### src/rtl/apply_simple_case_arbiter.sv
// apply_simple_case_arbiter: round-robin sharing of one simple-case checker behind a one-deep tagged response stage
module apply_simple_case_arbiter #(
  parameter int NUM_REQ = 4,
  parameter int ID_W    = 2,
  parameter int TYPE_W  = 3,
  parameter int INDEX_W = 30,
  parameter int CNT_W   = 16
) (
  input  logic                       clk,
  input  logic                       reset_n,
  input  logic [NUM_REQ-1:0]         req_valid,
  output logic [NUM_REQ-1:0]         req_ready,
  input  logic [NUM_REQ*TYPE_W-1:0]  req_type,
  input  logic [NUM_REQ*INDEX_W-1:0] req_f,
  input  logic [NUM_REQ*INDEX_W-1:0] req_g,
  output logic [TYPE_W-1:0]          chk_type,
  output logic [INDEX_W-1:0]         chk_f,
  output logic [INDEX_W-1:0]         chk_g,
  input  logic [TYPE_W-1:0]          chk_out_type,
  input  logic [INDEX_W-1:0]         chk_out_f,
  input  logic [INDEX_W-1:0]         chk_out_g,
  input  logic                       chk_hit,
  input  logic [INDEX_W-1:0]         chk_result,
  output logic                       resp_valid,
  input  logic                       resp_ready,
  output logic [ID_W-1:0]            resp_id,
  output logic                       resp_hit,
  output logic [INDEX_W-1:0]         resp_result,
  output logic [TYPE_W-1:0]          resp_type,
  output logic [INDEX_W-1:0]         resp_f,
  output logic [INDEX_W-1:0]         resp_g,
  output logic [CNT_W-1:0]           hit_count,
  output logic [CNT_W-1:0]           miss_count
);
  localparam int RW = ID_W + 1 + 3 * INDEX_W + TYPE_W;
  logic [ID_W-1:0] rr_ptr_q, rr_ptr_d, gnt_id;
  logic gnt_any, can_accept, xfer, resp_valid_q, resp_valid_d;
  logic [RW-1:0] resp_q, resp_d;
  logic [CNT_W-1:0] hit_count_q, hit_count_d, miss_count_q, miss_count_d;
  function automatic logic [ID_W-1:0] wrap(input int v);
    return ID_W'(v % NUM_REQ);
  endfunction
  always_comb begin
    gnt_any = 1'b0;
    gnt_id = rr_ptr_q;
    for (int k = NUM_REQ - 1; k >= 0; k--)
      if (req_valid[wrap(int'(rr_ptr_q) + k)]) begin
        gnt_any = 1'b1;
        gnt_id = wrap(int'(rr_ptr_q) + k);
      end
  end
  assign can_accept = reset_n & (~resp_valid_q | resp_ready);
  assign xfer = gnt_any & can_accept;
  assign req_ready = xfer ? NUM_REQ'(1) << gnt_id : '0;
  assign chk_type = req_type[int'(gnt_id) * TYPE_W +: TYPE_W];
  assign chk_f = req_f[int'(gnt_id) * INDEX_W +: INDEX_W];
  assign chk_g = req_g[int'(gnt_id) * INDEX_W +: INDEX_W];
  always_comb begin
    rr_ptr_d = xfer ? wrap(int'(gnt_id) + 1) : rr_ptr_q;
    resp_valid_d = xfer | (resp_valid_q & ~resp_ready);
    resp_d = xfer ? {gnt_id, chk_hit, chk_result, chk_out_type, chk_out_f, chk_out_g} : resp_q;
    hit_count_d = (xfer & chk_hit & ~&hit_count_q) ? hit_count_q + CNT_W'(1) : hit_count_q;
    miss_count_d = (xfer & ~chk_hit & ~&miss_count_q) ? miss_count_q + CNT_W'(1) : miss_count_q;
  end
  always_ff @(posedge clk or negedge reset_n)
    if (!reset_n) begin
      rr_ptr_q <= '0;
      resp_valid_q <= 1'b0;
      resp_q <= '0;
      hit_count_q <= '0;
      miss_count_q <= '0;
    end else begin
      rr_ptr_q <= rr_ptr_d;
      resp_valid_q <= resp_valid_d;
      resp_q <= resp_d;
      hit_count_q <= hit_count_d;
      miss_count_q <= miss_count_d;
    end
  assign resp_valid = resp_valid_q;
  assign {resp_id, resp_hit, resp_result, resp_type, resp_f, resp_g} = resp_q;
  assign hit_count = hit_count_q;
  assign miss_count = miss_count_q;
endmodule

### config.mk
export PLATFORM = sky130hd
export DESIGN_NAME = apply_simple_case_arbiter
export DESIGN_NICKNAME = d
export VERILOG_FILES = /design/src/rtl/apply_simple_case_arbiter.sv
export SDC_FILE = /design/constraint.sdc
export NUM_CORES = 1
export LEC_CHECK = 0
export BUFFER_PORTS_ARGS = -buffer_cell sky130_fd_sc_hd__buf_2
export CAP_MARGIN = 20
export CORE_AREA = 4 4 211 213
export DETAILED_ROUTE_END_ITERATION = 10
export DIE_AREA = 0 0 215 217
export GPL_TIMING_DRIVEN = 0
export PLACE_DENSITY = 0.39
export SLEW_MARGIN = 20
export SYNTH_ARGS = -nofsm -noshare
export SYNTH_HDL_FRONTEND = slang
export SYNTH_SLANG_ARGS = --single-unit
export TNS_END_PERCENT = 30
### constraint.sdc
create_clock -name clk -period 3.1 [get_ports clk]
set_input_delay 0 -clock clk [delete_from_list [all_inputs] [get_ports clk]]
set_output_delay 0 -clock clk [all_outputs]
set_load 0.01 [all_outputs]
==> impl_metrics.env <==
export IMPL_grt_first_pass_wirelength_um=66500
export IMPL_synthTopCellsByCount="nand2_1, dfrtp_1, nand3_1"
export IMPL_hpwl_um=37500
export IMPL_worstSetupPathType="flop to output pin"
export IMPL_hold_path_class="primary input to async pin"
export IMPL_finalPower_mw=8.21
export IMPL_syn_inst=949
export IMPL_yosysMostFrequentCell="nand2_1"
export IMPL_r2r_slack_ns=0.97
export IMPL_fin_cells=2191
export IMPL_drc_errors=0
export IMPL_rr_endpoint="resp_q[95]"
export IMPL_wl_um=46400
export IMPL_cp_max_fo=10
export IMPL_cts_tree="done"
export IMPL_tightestPinTransition_ns=0.793
export IMPL_drt_iter0_drc=474
export IMPL_h_tree_depth=4
export IMPL_syn_num_nets=1304
export IMPL_worstPathArrival_ns=2.93
export IMPL_start_kind="flop"
export IMPL_yosys_warnings=0
export IMPL_pre_cts_ws_ns=0.303
export IMPL_place_inst=2044
export IMPL_die_h_um=217
export IMPL_cp_common_cell="buf_2"
export IMPL_wire_per_inst_um=21.2
export IMPL_clk_latency_ns=0.43
export IMPL_setup_viol=0
export IMPL_die_width_um=215
export IMPL_worst_path_stages=8
export IMPL_setup_slack_ns=0.170
export IMPL_period_share=0.945
export IMPL_routabilityCongestion=0.948
export IMPL_fillers=4811
export IMPL_port_buffers=548
export IMPL_slew_headroom=0.466
export IMPL_clockBufferDepth=2
export IMPL_netlist_cell_type_count=39
export IMPL_setup_tns_ns=0
export IMPL_worstReg2RegStart="rr_ptr_q[1]"
export IMPL_numCtsBuffers=17
export IMPL_syn_area_um2=7320
export IMPL_critPathTopFamily="buffers and inverters"
export IMPL_ir_drop_uv=353
export IMPL_clk_pin_slew_worst_paths_ns=0.06
export IMPL_fmax_mhz=341
export IMPL_seq_area_frac_synth=0.448
export IMPL_antenna_found_initial=24
export IMPL_final_area_um2=12400
export IMPL_status="complete, no violations"
export IMPL_netlist_top_cells_area="dfrtp_1, nand2_1, a32oi_1"
export IMPL_syn_to_final_growth_pct=68.9
export IMPL_first_global_vias=10200
export IMPL_required_ns=3.10
export IMPL_ys_ff_latch=131
export IMPL_p_leak_nw=6.49
export IMPL_cp_slowest_stage_delay_ns=0.45
export IMPL_met2_usage=0.340
export IMPL_path_buf_inv=4
export IMPL_top_usage_layer="met2"
export IMPL_clock_sinks=131
export IMPL_path_cells="nor3b_1 > a2111o_1 > buf_2 > buf_2 > buf_1 > nand3_1 > a32oi_1 > buf_2"
export IMPL_yosys_area_top_type="dfrtp_1"
export IMPL_io_pin_count=549
export IMPL_vias=9769
export IMPL_fin_hold_ws_ns=0.0806
export IMPL_final_layout_size_suffix_gt1_frac=0.377
export IMPL_crit_path_top_delay_cell="dfrtp_1"
export IMPL_clock_tree_root_cell="clkbuf_16"
export IMPL_skew_ns=0.0100
export IMPL_final_util=0.290
export IMPL_grt_max_degree=77
export IMPL_hold_viol=0
export IMPL_use_met1=0.201
export IMPL_r2r_worst_path_cells=6
export IMPL_ys_flop_type="dfrtp_1"
export IMPL_synth_edff_count=0
export IMPL_core_um2=42700
export IMPL_report_final_slew_viol_count=0
export IMPL_crit_path_end_kind="output pin"
export IMPL_initial_utilization=0.171
export IMPL_rsz0062_at_grt="no"
export IMPL_postPlaceCellArea_um2=10800
export IMPL_routed_via_density=4.46
export IMPL_ant_nets=0
export IMPL_grt_use_total=0.189
export IMPL_die_area_um2=46700
export IMPL_yosysTopAreaCellShare=0.448
export IMPL_num_rows=76
export IMPL_finalNetCount=1971
export IMPL_synthArstFlopShare=1.00
export IMPL_grt_overflow=0
export IMPL_power_density_nw_per_um2=664
export IMPL_post_route_min_period_ns=2.93
export IMPL_cap_violations=0
export IMPL_drtPass1Iterations=6
export IMPL_grt_use_met3=0.0655
export IMPL_synth_avg_cell_area_um2=7.71
-- power breakdown --
| group | internal [mW] | switching (mW) | total (mW) |
|---|---|---|---|
| Combinational | 1.49 | 2.63 | 4.11 |
| Clock | 1.12 | 0.778 | 1.90 |
| Sequential | 1.98 | 0.218 | 2.20 |
| Total | 4.59 | 3.62 | 8.21 |
-- what timing repair did --
action	in CTS	in global routing
hold buffers	97	0
pin swaps	1	1
endpoints found under the setup margin	15	20
endpoints found under the hold margin	204	0
setup buffers	0	2
resized for setup	5	4
-- logic make-up after synthesis --
family	count (synthesis)	share of synthesized area
DFF	131	0.448
and+or+nand+nor	556	0.315
AOI/OAI and AO/OA	148	0.151
xor gates and xnor gates	24	0.0287
adders and majority gates	2	0.00342
muxes	5	0.00735
buffers and inverters	83	0.0461
-- per-layer routing --
metal  vias up  share of wire  routed length [um]
met5         -        0.00073                  34
met4         6          0.036                1670
met3        71          0.082                3800
met2       439           0.51               23700
met1      4616           0.37               17200
li1       4637              -                   -
-- placed cells by master, fill, tap and decap left out, types with 6 or more instances in the layout --
cell	synthesis	layout
nor2_1	13	12
dfrtp_1	131	131
nand4_1	6	6
clkbuf_16	0	17
clkbuf_1	44	44
buf_2	21	569
dlygate4sd3_1	0	97
xnor2_1	16	16
clkbuf_2	0	6
a31oi_1	66	66
diode_2	0	17
nand3_1	75	75
nand2_1	427	427
a32oi_1	63	63
xor2_1	8	8
buf_1	13	11
-- state kept, by name, summed over array words and instances, names as in the netlist --
signal      count
hit_count      16
miss_count     16
resp_q         96
resp_valid      1
rr_ptr_q        2
-- worst max path at each step --
stage | from | end | slack, ns
floorplan | miss_count[7] | miss_count[5] | 1.20
global placement | reset_n | req_ready[1] | -2.37
detailed placement | reset_n | req_ready[1] | 0.30
CTS | rr_ptr_q[1] | chk_f[17] | 0.01
global route | rr_ptr_q[0] | chk_f[17] | 0.008
finish | rr_ptr_q[1] | chk_f[21] | 0.17
-- area by class of cell --
class                   instances  area [um2]  share of cell area
inverters                       5        18.8             0.00152
clock inverters                 8        81.3             0.00658
multi-input cells             735        3710               0.300
diodes                         17        42.5             0.00344
flip-flops and latches        131        3280               0.265
plain buffers                  78         328              0.0265
clock buffers                  23         458              0.0370
well taps                     546         683              0.0553
repair buffers                648        3770               0.305
Power figures use the tool's default switching activity.
